### config.mk
export PLATFORM = sky130hd
export DESIGN_NAME = regfile_port_sched
export DESIGN_NICKNAME = d
export VERILOG_FILES = /design/src/rtl/regfile_port_sched.sv
export SDC_FILE = /design/constraint.sdc
export NUM_CORES = 1
export LEC_CHECK = 0
export BUFFER_PORTS_ARGS = -buffer_cell sky130_fd_sc_hd__buf_2
export CAP_MARGIN = 5
export CORE_AREA = 2 2 106 108
export DETAILED_ROUTE_END_ITERATION = 7
export DIE_AREA = 0 0 108 110
export PLACE_DENSITY = 0.64
export RECOVER_POWER = 25
export SYNTH_ARGS = -nofsm -noshare
export SYNTH_HDL_FRONTEND = slang
export SYNTH_SLANG_ARGS = --single-unit
### constraint.sdc
create_clock -name clk -period 5.6 [get_ports clk]
set_clock_uncertainty 0.15 [all_clocks]
set_input_delay 0 -clock clk [delete_from_list [all_inputs] [get_ports clk]]
set_output_delay 0 -clock clk [all_outputs]
set_load 0.005 [all_outputs]
### src/rtl/regfile_port_sched.sv
// Access-slot arbiter for the single-ported 64x32 register file: one decode read
// requester, two writeback requesters (A = ALU, B = load), plus a post-reset zeroing sweep.
module regfile_port_sched #(
   parameter int RWIDTH       = 6,
   parameter int DWIDTH       = 32,
   parameter int STARVE_LIMIT = 4
) (
   input  logic              clk,
   input  logic              rst,
   input  logic              rd_req_valid,
   output logic              rd_req_ready,
   input  logic [RWIDTH-1:0] rd_ra1,
   input  logic [RWIDTH-1:0] rd_ra2,
   output logic              rd_rsp_valid,
   output logic [DWIDTH-1:0] rd_rsp_d1,
   output logic [DWIDTH-1:0] rd_rsp_d2,
   input  logic              wr_a_valid,
   input  logic              wr_b_valid,
   output logic              wr_a_ready,
   output logic              wr_b_ready,
   input  logic [RWIDTH-1:0] wr_a_addr,
   input  logic [RWIDTH-1:0] wr_b_addr,
   input  logic [DWIDTH-1:0] wr_a_data,
   input  logic [DWIDTH-1:0] wr_b_data,
   output logic [RWIDTH-1:0] rf_ra1,
   output logic [RWIDTH-1:0] rf_ra2,
   output logic [RWIDTH-1:0] rf_wa,
   output logic [DWIDTH-1:0] rf_wd,
   output logic              rf_we,
   input  logic [DWIDTH-1:0] rf_rd1,
   input  logic [DWIDTH-1:0] rf_rd2,
   output logic              init_busy
);

   typedef enum logic {ST_INIT, ST_RUN} state_t;

   localparam logic [RWIDTH-1:0] LAST_ADDR  = '1;
   localparam logic [3:0]        STARVE_MAX = 4'(STARVE_LIMIT);

   state_t            r_state;
   state_t            w_nextState;
   logic [RWIDTH-1:0] r_cnt;
   logic              r_rrPtr;
   logic [3:0]        r_starveCnt;
   logic              r_rspPending;
   logic [RWIDTH-1:0] r_lastRa1;
   logic [RWIDTH-1:0] r_lastRa2;
   logic              w_grantA;
   logic              w_grantB;
   logic              w_grantRd;
   logic              w_run;

   assign w_run = !rst && (r_state == ST_RUN);

   // r_rrPtr: 0 favours A, 1 favours B; a starved read outranks both writers
   always_comb begin
      w_grantA  = 1'b0;
      w_grantB  = 1'b0;
      w_grantRd = 1'b0;
      if (w_run) begin
         if (rd_req_valid && (r_starveCnt == STARVE_MAX)) w_grantRd = 1'b1;
         else if (!r_rrPtr && wr_a_valid)                w_grantA  = 1'b1;
         else if (r_rrPtr && wr_b_valid)                 w_grantB  = 1'b1;
         else if (wr_a_valid)                            w_grantA  = 1'b1;
         else if (wr_b_valid)                            w_grantB  = 1'b1;
         else if (rd_req_valid)                          w_grantRd = 1'b1;
      end
   end

   always_comb begin
      w_nextState = r_state;
      rf_we       = 1'b0;
      rf_wa       = r_cnt;
      rf_wd       = '0;
      rf_ra1      = r_lastRa1;
      rf_ra2      = r_lastRa2;
      if (!rst && (r_state == ST_INIT)) begin
         rf_we = 1'b1;
         if (r_cnt == LAST_ADDR) w_nextState = ST_RUN;
      end else if (w_grantA) begin
         rf_we = 1'b1;
         rf_wa = wr_a_addr;
         rf_wd = wr_a_data;
      end else if (w_grantB) begin
         rf_we = 1'b1;
         rf_wa = wr_b_addr;
         rf_wd = wr_b_data;
      end else if (w_grantRd) begin
         rf_ra1 = rd_ra1;
         rf_ra2 = rd_ra2;
      end
   end

   assign wr_a_ready   = w_grantA;
   assign wr_b_ready   = w_grantB;
   assign rd_req_ready = w_grantRd;
   assign rd_rsp_valid = r_rspPending && !rst;
   assign rd_rsp_d1    = rf_rd1;
   assign rd_rsp_d2    = rf_rd2;
   assign init_busy    = rst || (r_state == ST_INIT);

   always_ff @(posedge clk) begin
      if (rst) begin
         r_state      <= ST_INIT;
         r_cnt        <= RWIDTH'(1);
         r_rrPtr      <= 1'b0;
         r_starveCnt  <= '0;
         r_rspPending <= 1'b0;
         r_lastRa1    <= '0;
         r_lastRa2    <= '0;
      end else begin
         r_state      <= w_nextState;
         r_rspPending <= w_grantRd;
         if (r_state == ST_INIT) r_cnt <= r_cnt + RWIDTH'(1);
         if (w_grantA)      r_rrPtr <= 1'b1;
         else if (w_grantB) r_rrPtr <= 1'b0;
         if (w_run && rd_req_valid && !w_grantRd) begin
            if (r_starveCnt != STARVE_MAX) r_starveCnt <= r_starveCnt + 4'd1;
         end else begin
            r_starveCnt <= '0;
         end
         if (w_grantRd) begin
            r_lastRa1 <= rd_ra1;
            r_lastRa2 <= rd_ra2;
         end
      end
   end

endmodule

==> flow_metrics.tcl, run 1 <==
set metrics [dict create \
    p_int_mw 0.299 \
    grt_max_degree 40 \
    detail_route.wl_per_cell_um 14.7 \
    worst-endpoint-arrival_ps 2510 \
    tightest_slew_ps 814 \
    dr.pass1.iters 4 \
    max_clock_freq_ghz 0.376 \
    regToRegStartpoint "r_starveCnt[0]" \
    hpwl_mm 5.72 \
    post-route-period-util 0.475 \
    peakVddDrop_mv 0.0818 \
    clkSinkCount 25 \
    grtUsageMet2 0.209 \
    share_clk_of_total_power 0.271 \
    finalSetupViolCount 0 \
    setup_repair_after_global_routing_missed_its_margin "no" \
    clockRootBuffer "clkbuf_8" \
    fp.dieW_um 108 \
    core_mm2 0.0107 \
    drv.max_cap_violation_count 0 \
    synthTopCellsByArea "buf_4, dfxtp_1, a22o_1, mux2_2, inv_1" \
    antenna_left 0 \
    crit_path_max_fanout 23 \
    yosys.cell_types.count 36 \
    cp_cell_sequence "inv_1, ha_1, and4b_4, nor3_4, buf_4, a22o_1, buf_2" \
    critPathRequiredTime_ps 5450 \
    vias_post_dr 2391 \
    critical_path.max_stage_delay_ps 580 \
    global_route.usage.total 0.119 \
    crit_type "flop to output pin" \
    cts_tree "done" \
    hold_path_class "input pin to output pin" \
    synth_top_area_frac 0.230 \
    critical_path.n_buffers_inverters 3 \
    crit_family "simple AND/OR/NAND/NOR gates" \
    synth.yosys.seq_area_share 0.225 \
    antenna-diode-count 0 \
    die_area_mm2 0.0119 \
    p_sw_mw 0.105 \
    power_per_cell_area_mw_per_mm2 118 \
    die_h_um 110 \
    post_dp_cell_area_mm2 0.00259 \
    grt_overflow 0 \
    worstSetupEndpointType "output pin" \
    p_leak_nw 1.79 \
    pin_count 277 \
    post-route-drc-count 0 \
    globalRouteMet3Util 0.0194 \
    multiInputGateArea_mm2 0.00106 \
    areaGrowthSynthToFinish_pct 53.7 \
    worstSetupStartpointType "flop" \
    cts.reportedPaths.clkPinSlew_ps 90 \
    setup_ws_ps 2940 \
    cts_htree_levels 1 \
    area.sequential_um2 500 \
    hold_path.startpoint "wr_b_data[13]" \
    routabilityCongestion 0.937 \
    num-fill-cells 1121 \
    power_frac_comb 0.273 \
    clock_insertion_delay_worst_skew_ps 270 \
    min_period_ps 2660 \
    gate_count_after_technology_mapping 252 \
    synthDominantAreaCellType "buf_4" \
    timing.critical_path.from "r_starveCnt[0]" \
    gr-usage-met1 0.160 \
    core.rowCount 38 \
    cts_max_path_buffers 2 \
    fin_nets 567 \
    viasPerCell 4.38 \
    wirelength_mm 8.00 \
    dpl_worst_slack_ps 3210 \
    final_max_slew_viol_count 0 \
    port_buf_inserts 148 \
    holdWs_ps 133 \
    yosys_register_bits 25 \
    mappedNetlistArea_mm2 0.00222 \
    drive_gt1_frac 0.436 \
    post_synthesis_mean_instance_area_um2 8.82 \
    power_switching_share 0.260 \
    seqPwrFrac 0.456 \
    yosys_warnings 0 \
    run_status "finished, final reports clean" \
    drt_iter0_drc 121 \
    finalHoldViolations 0 \
    post-route-cell-area_mm2 0.00342 \
    syn-num-nets 412 \
    final.setup.tns_ps 0 \
    post_cts.resized_instances 0 \
    post_cts_buffers 0 \
    cts_made_buffers 3 \
    slew_headroom 0.457 \
    first_pass_grt_wire_length_mm 11.3 \
    cp_slowest_cell "nor3_4" \
    first_global_vias 2252 \
    grt-busiest-layer "met2" \
    antenna_found_initial 0 \
    total_power_mw 0.404 \
    initial_utilization 0.208 \
]
-- metal layers --
layer | up-vias | routed length [µm]
met5 | - | 0
met4 | 0 | 0
met3 | 0 | 528
met2 | 130 | 3990
met1 | 1149 | 3480
li1 | 1112 | -
-- metrics by stage --
| stage | cells | util |
|---|---|---|
| floorplan | 252 | - |
| global placement | 464 | 0.242 |
| detailed placement | 464 | 0.242 |
| CTS | 546 | 0.319 |
| global route | 546 | 0.319 |
| finish | 546 | 0.319 |
-- cell usage after synthesis --
cell and n:
dfxtp_1 25, nor3_2 1, nand2_1 4, nor3_1 1, o21ai_0 2, a31oi_1 1, buf_4 68, inv_1 25
nand4b_1 2, a222oi_1 5, buf_2 6, o32ai_1 1, nand2b_4 1, ha_1 3, or3_1 2, a22o_1 32
and4b_4 1, xor2_1 1, a21bo_2 1, a22oi_1 1, mux2i_1 2, or4_4 1, a21oi_1 2, and3b_1 1
nor2b_1 15, buf_6 2, o21bai_1 1, o2111ai_4 1, mux2_1 8, nor4_4 1, and3_1 1, mux2_2 16
clkbuf_1 2, nand3_1 1, nor2_1 12, xnor2_1 3
-- cells by family after synthesis --
group | synth area share
xor gates and xnor gates | 0.0158
buffers and inverters | 0.299
and+or+nand+nor | 0.125
DFF | 0.225
AOI/OAI and AO/OA | 0.187
muxes | 0.131
adders and majority gates | 0.0169
-- final timing paths --
check	slack [ps]	end	depth (start not counted)
max	2940	rf_wd[1]	7
min	130	rf_wd[13]	3
max reg2reg	3360	r_lastRa2[1]	5
min reg2reg	330	r_starveCnt[0]	1
-- tightest hold or removal path: cells and delay by family --
family | cells | cell delay, ps
buf+inv | 2 | 170
compound gates | 1 | 110
-- power by group through the flow --
stage                     combinational [mW]  clock, mW  sequential, mW
after global placement                0.0597          0           0.188
final                                  0.110      0.109           0.184
after detailed placement              0.0607          0           0.189
after floorplan                       0.0537          0           0.187
after global routing                   0.122      0.122           0.185
after CTS                              0.110      0.112           0.184
-- cells in the final DEF, fill, tap and decap left out, types with 3 or more instances in the layout --
master / instances
nor2b_1: 15
buf_2: 148
inv_1: 25
ha_1: 3
dfxtp_1: 25
nor2_1: 12
clkbuf_8: 3
dlygate4sd3_1: 78
nand2_1: 4
a222oi_1: 5
xnor2_1: 3
mux2_2: 16
mux2_1: 8
a22o_1: 32
-- area by class of cell --
| type | instances | area share |
|---|---|---|
| timing repair buffer | 228 | 0.450 |
| multi-input combinational | 124 | 0.312 |
| sequential | 25 | 0.146 |
| tap | 140 | 0.0513 |
| inverter | 25 | 0.0275 |
| clock buffer | 3 | 0.0121 |
| clock inverter | 1 | 0.00146 |
-- what timing repair did --
item,in CTS,in global routing
hold buffers,78,0
endpoints found under the setup margin,0,0
hold endpoints to repair,84,0
-- registers in the layout, summed over array words and instances, names as in the netlist --
signal and cells:
r_rrPtr 1, r_cnt 6, r_lastRa1 6, r_starveCnt 4, r_state 1, r_lastRa2 6
r_rspPending 1
No activity file was read; power rests on OpenSTA's default activity.
==> run 2: changes to the inputs <==
--- a/config.mk
+++ b/config.mk
@@ -10,7 +10,7 @@
 export CORE_AREA = 2 2 106 108
 export DETAILED_ROUTE_END_ITERATION = 7
 export DIE_AREA = 0 0 108 110
-export PLACE_DENSITY = 0.64
+export PLACE_DENSITY = 0.66
 export RECOVER_POWER = 25
 export SYNTH_ARGS = -nofsm -noshare
 export SYNTH_HDL_FRONTEND = slang
==> constraint.sdc (replaced) <==
create_clock -name clk -period 2.35 [get_ports clk]
set_clock_uncertainty 0.15 [all_clocks]
set_input_delay 0 -clock clk [delete_from_list [all_inputs] [get_ports clk]]
set_output_delay 0 -clock clk [all_outputs]
set_load 0.005 [all_outputs]
==> flow_metrics.tcl, run 2 (same netlist as run 1, synthesis figures left out) <==
set metrics [dict create \
    drv.max_cap_violation_count 0 \
    cts_max_path_buffers 2 \
    max_clock_freq_ghz 0.457 \
    regToRegStartpoint "r_starveCnt[0]" \
    initial_utilization 0.208 \
    worstSetupStartpointType "flop" \
    most_common_cell_after_layout_fill_and_taps_aside "buf_2" \
    r2r.worst_path.cells 7 \
    dpl_worst_slack_ps 247 \
    port_buf_inserts 148 \
    wirelength_mm 7.95 \
    core_mm2 0.0107 \
    setup_repair_after_global_routing_missed_its_margin "no" \
    cts.reportedPaths.clkPinSlew_ps 90 \
    utilization 0.328 \
    cp_slowest_cell "or3_4" \
    post-route-period-util 0.931 \
    drt_iter0_drc 158 \
    die_h_um 110 \
    crit_family "simple AND/OR/NAND/NOR gates" \
    setup_ws_ps 162 \
    first_global_vias 2241 \
    most-common-layout-cells "buf_2, dlygate4sd3_1, a22o_1" \
    crit_path_max_fanout 7 \
    num-fill-cells 1102 \
    min_period_ps 2190 \
    finish.cell_count_without_fillers 553 \
    worst_hold_path.endpoint "r_cnt[5]" \
    clock_insertion_delay_worst_skew_ps 270 \
    antenna_left 0 \
    cts_tree "done" \
    fp.dieW_um 108 \
    hpwl_mm 5.83 \
    r2r_setup_slack_ps 360 \
    drive_gt1_frac 0.458 \
    pin_count 277 \
    finalHoldViolations 0 \
    cts_made_buffers 3 \
    hold_depth 3 \
    first_pass_grt_wire_length_mm 10.8 \
    hold_path.startpoint "rst" \
    run_status "finished, final reports clean" \
    p_leak_nw 1.84 \
    detail_route.wl_per_cell_um 14.4 \
    vias_post_dr 2401 \
    tightest_slew_ps 326 \
    global_route.usage.total 0.116 \
    critical_path.max_stage_delay_ps 440 \
    viasPerCell 4.34 \
    critical_path.n_buffers_inverters 2 \
    critPathRequiredTime_ps 2200 \
    grt_max_degree 27 \
    multiInputGateArea_mm2 0.00107 \
    dr.pass1.iters 5 \
    final.setup.tns_ps 0 \
    biggestRegsByFlops "r_cnt x6, r_lastRa1 x6, r_lastRa2 x6" \
    worst-endpoint-arrival_ps 2040 \
    total_power_mw 0.958 \
    cp_cell_sequence "inv_1, ha_2, and4b_4, or3_4, a222oi_1, buf_2" \
    peakVddDrop_mv 0.252 \
    fin_nets 574 \
    numPlacedInstances 470 \
    core.rowCount 38 \
    antenna_found_initial 1 \
    die_area_mm2 0.0119 \
    clkSinkCount 25 \
    crit_type "flop to output pin" \
    post-route-cell-area_mm2 0.00351 \
    holdWs_ps 4.52 \
    post-route-drc-count 0 \
    r2r-end "r_lastRa2[0]" \
    power_per_cell_area_mw_per_mm2 273 \
    slew_headroom 0.782 \
    clockRootBuffer "clkbuf_8" \
    finalSetupViolCount 0 \
    areaGrowthSynthToFinish_pct 57.9 \
    routabilityCongestion 0.848 \
    hold_path_class "input pin to flop" \
    grt_overflow 0 \
    final_max_slew_viol_count 0 \
    cts_htree_levels 1 \
    post_dp_cell_area_mm2 0.00265 \
    antenna-diode-count 0 \
    area.sequential_um2 503 \
    worstSetupEndpointType "output pin" \
]
[run 2: timing repair]
action / CTS / global route
endpoints found under the hold margin: 80 / 0
setup buffers: 0 / 1
endpoints found under the setup margin: 1 / 21
gates cloned: 0 / 1
pin swaps: 1 / 6
gates resized for setup: 1 / 4
hold buffers: 77 / 0
[run 2: tightest hold or removal path, delay by kind of cell]
kind                   cells  cell delay, ps
buffers and inverters      2             320
AO/OA/AOI/OAI              1              60
[run 2: area by class of cell]
type / instances / area share
Tap cell: 140 / 0.0499
Clock inverter: 1 / 0.00143
Sequential cell: 25 / 0.143
Multi-Input combinational cell: 124 / 0.305
Inverter: 25 / 0.0267
Clock buffer: 3 / 0.0118
Timing Repair Buffer: 235 / 0.462
[run 2: per-layer routing]
| metal | wire, µm | vias to the layer above | GRT usage |
|---|---|---|---|
| met5 | 13 | - | 0 |
| li1 | - | 1122 | - |
| met4 | 41 | 2 | 0.0229 |
| met2 | 4080 | 159 | 0.209 |
| met3 | 680 | 8 | 0.0229 |
| met1 | 3130 | 1110 | 0.145 |
[run 2: where the power goes]
group          total, mW  leakage (nW)  internal (mW)  switching, mW
logic              0.257          1.61          0.164         0.0929
registers          0.439         0.203          0.430        0.00856
clock network      0.262        0.0255          0.119          0.143
total              0.958          1.84          0.713          0.244
[run 2: worst max-delay path by stage]
stage	start	cells past startpoint	end	slack [ps]
after floorplan	r_starveCnt[0]	6	r_lastRa1[1]	440
after global placement	r_starveCnt[0]	6	rf_wa[0]	250
after detailed placement	r_starveCnt[0]	6	rf_wa[0]	250
after CTS	r_starveCnt[0]	7	rf_wd[8]	50
after global routing	r_starveCnt[0]	6	rf_wa[0]	40
final	r_starveCnt[0]	6	rf_wa[0]	160
==> run 3: changes to the inputs <==
--- a/config.mk
+++ b/config.mk
@@ -5,12 +5,13 @@
 export SDC_FILE = /design/constraint.sdc
 export NUM_CORES = 1
 export LEC_CHECK = 0
+export ABC_AREA = 1
 export BUFFER_PORTS_ARGS = -buffer_cell sky130_fd_sc_hd__buf_2
 export CAP_MARGIN = 5
-export CORE_AREA = 2 2 106 108
+export CORE_AREA = 2 2 108 110
 export DETAILED_ROUTE_END_ITERATION = 7
-export DIE_AREA = 0 0 108 110
-export PLACE_DENSITY = 0.66
+export DIE_AREA = 0 0 110 112
+export PLACE_DENSITY = 0.65
 export RECOVER_POWER = 25
 export SYNTH_ARGS = -nofsm -noshare
 export SYNTH_HDL_FRONTEND = slang
==> flow_metrics.tcl, run 3 <==
set metrics [dict create \
    finalSetupViolCount 0 \
    clockRootBuffer "clkbuf_16" \
    holdWs_ps 101 \
    initial_utilization 0.205 \
    hold_path_class "input pin to flop" \
    post_cts_buffers 0 \
    cts.reportedPaths.clkPinSlew_ps 60 \
    routabilityCongestion 0.789 \
    crit_type "input pin to output pin" \
    gate_count_after_technology_mapping 387 \
    yosys.area_share.adder 0.0163 \
    final.setup.tns_ps 0 \
    cp_cell_sequence "dlygate4sd3_1, buf_2, clkinv_2, nand2_2, nor2_2, nand2_2, nand2_1, or2_1, buf_2" \
    synth-compound-area-share 0.0371 \
    synth_top_area_frac 0.232 \
    synth_top_family_by_area "simple AND/OR/NAND/NOR gates" \
    numPlacedInstances 604 \
    yosys.cell_types.count 26 \
    clock_insertion_delay_worst_skew_ps 250 \
    yosys_register_bits 25 \
    fp.dieW_um 110 \
    synthTopCellsByArea "buf_4, nand2_1, dfxtp_1, inv_1, nor2_1" \
    syn-num-nets 547 \
    port_buf_inserts 148 \
    critical_path.max_stage_delay_ps 520 \
    yosysMostFrequentCell "nand2_1" \
    die_area_mm2 0.0123 \
    core_mm2 0.0112 \
    grt_max_degree 35 \
    top_layer_used "met4" \
    dpl_worst_slack_ps 431 \
    grt_overflow 0 \
    routed_metal_1_wire_length_mm 3.53 \
    p_leak_nw 2.12 \
    post-route-cell-area_mm2 0.00355 \
    peakVddDrop_mv 0.203 \
    post_dp_cell_area_mm2 0.00268 \
    drv.max_cap_violation_count 0 \
    mappedNetlistArea_mm2 0.00230 \
    setup_ws_ps 163 \
    cts_made_buffers 3 \
    cts_tree "done" \
    synth_common_cells "nand2_1, buf_4, inv_1, nor2_1" \
    worstSetupStartpointType "input pin" \
    setup_repair_after_global_routing_missed_its_margin "no" \
    post-route-drc-count 0 \
    worstSetupEndpointType "output pin" \
    num-fill-cells 1214 \
    biggestRegsByFlops "r_cnt x6, r_lastRa1 x6, r_lastRa2 x6" \
    cts_max_path_buffers 2 \
    first_pass_grt_wire_length_mm 12.3 \
    clkSinkCount 25 \
    postSynth.topFlopCell "dfxtp_1" \
    finalHoldViolations 0 \
    synth_edf_count 0 \
    critPathRequiredTime_ps 2200 \
    first_global_vias 2501 \
    most-common-layout-cells "buf_2, nand2_1, dlygate4sd3_1" \
    power_per_cell_area_mw_per_mm2 299 \
    proportion_of_register_bits_with_asynchronous_set_or_reset_after_synthesis 0 \
    synthDominantAreaCellType "buf_4" \
    die_h_um 112 \
    synthXorXnorAreaFrac 0.0153 \
    antenna_left 0 \
    min_period_ps 2190 \
    global_route.usage.total 0.127 \
    yosys_warnings 0 \
    cts_htree_levels 1 \
    post-route-period-util 0.930 \
    viasPerCell 3.91 \
    tightest_slew_ps 416 \
    areaGrowthSynthToFinish_pct 54.4 \
    most_common_cell_after_layout_fill_and_taps_aside "buf_2" \
    route.met3.wl_um 747 \
    hpwl_mm 6.37 \
    slew_headroom 0.723 \
    post_synth_mux_area_share 0 \
    core.rowCount 39 \
    antenna_found_initial 1 \
    run_status "finished, final reports clean" \
    final_max_slew_viol_count 0 \
    drive_gt1_frac 0.309 \
    pin_count 277 \
    post_synthesis_mean_instance_area_um2 5.93 \
    simple_gate_portion_of_the_synthesized_area 0.375 \
    fin_nets 704 \
    wirelength_mm 8.63 \
    detail_route.wl_per_cell_um 12.5 \
    cp_slowest_cell "dlygate4sd3_1" \
    finish.cell_count_without_fillers 688 \
    crit_path_max_fanout 19 \
    worst-endpoint-arrival_ps 2040 \
    dr.pass1.iters 4 \
    max_clock_freq_ghz 0.457 \
    vias_post_dr 2693 \
    drt_iter0_drc 151 \
    met2_wirelength_mm 4.33 \
    synth.yosys.seq_area_share 0.218 \
]
==> run 3: cell types whose count changed after synthesis, moves of 15 or more <==
cell / delta
nor2b_1: -15
nand2_1: +131
mux2_2: -16
nor2_1: +23
inv_1: +27
a22o_1: -31
nand3_1: +24
==> run 3: per-stage QoR <==
| stage | utilization | total power, mW |
|---|---|---|
| final | 0.317 | 1.06 |
| after global routing | 0.317 | 1.12 |
| after global placement | 0.240 | 0.576 |
| after floorplan | - | 0.571 |
| after detailed placement | 0.240 | 0.576 |
| after CTS | 0.317 | 1.08 |
==> run 3: metal layers <==
metal,vias to the layer above,global-route usage
li1,1400,-
met1,1151,0.160
met2,138,0.224
met3,4,0.0246
met4,0,0.0194
met5,-,0
==> run 3: where the power goes <==
part	internal, mW	total, mW	leakage, nW	switching, mW
clock	0.229	0.374	0.0409	0.145
combinational	0.159	0.248	1.88	0.0897
sequential	0.430	0.437	0.202	0.00757
==> run 3: final timing paths <==
check	start	endpoint	slack, ps	cells after the start
max	rst	rf_we	160	9
min	wr_a_valid	r_rrPtr	100	5
max reg2reg	r_starveCnt[0]	r_starveCnt[1]	500	7
min reg2reg	r_rrPtr	r_rrPtr	340	2
==> run 3: worst max-delay path, delay by kind of cell <==
kind                   cells  cell delay, ps
AND/OR/NAND/NOR            5             820
buffers and inverters      4            1220
==> run 3: cell type report <==
type / instances / area, µm² / area share
Antenna cell: 2 / 5.00 / 0.00141
Clock buffer: 3 / 75.1 / 0.0212
Clock inverter: 1 / 5.00 / 0.00141
Inverter: 58 / 221 / 0.0625
Multi-Input combinational cell: 229 / 1020 / 0.287
Sequential cell: 25 / 500 / 0.141
Tap cell: 143 / 179 / 0.0505
Timing Repair Buffer: 227 / 1540 / 0.435
==> run 3: cells by family after synthesis <==
family,Yosys count
and+or+nand+nor,206
buffers and inverters,133
DFF,25
AOI/OAI and AO/OA,16
xor gates and xnor gates,4
adders and majority gates,3
==> run 3: repair_timing <==
action | in CTS | in global routing
hold buffers | 78 | 0
gates resized for setup | 0 | 2
setup endpoints to repair | 0 | 18
hold endpoints to repair | 82 | 0
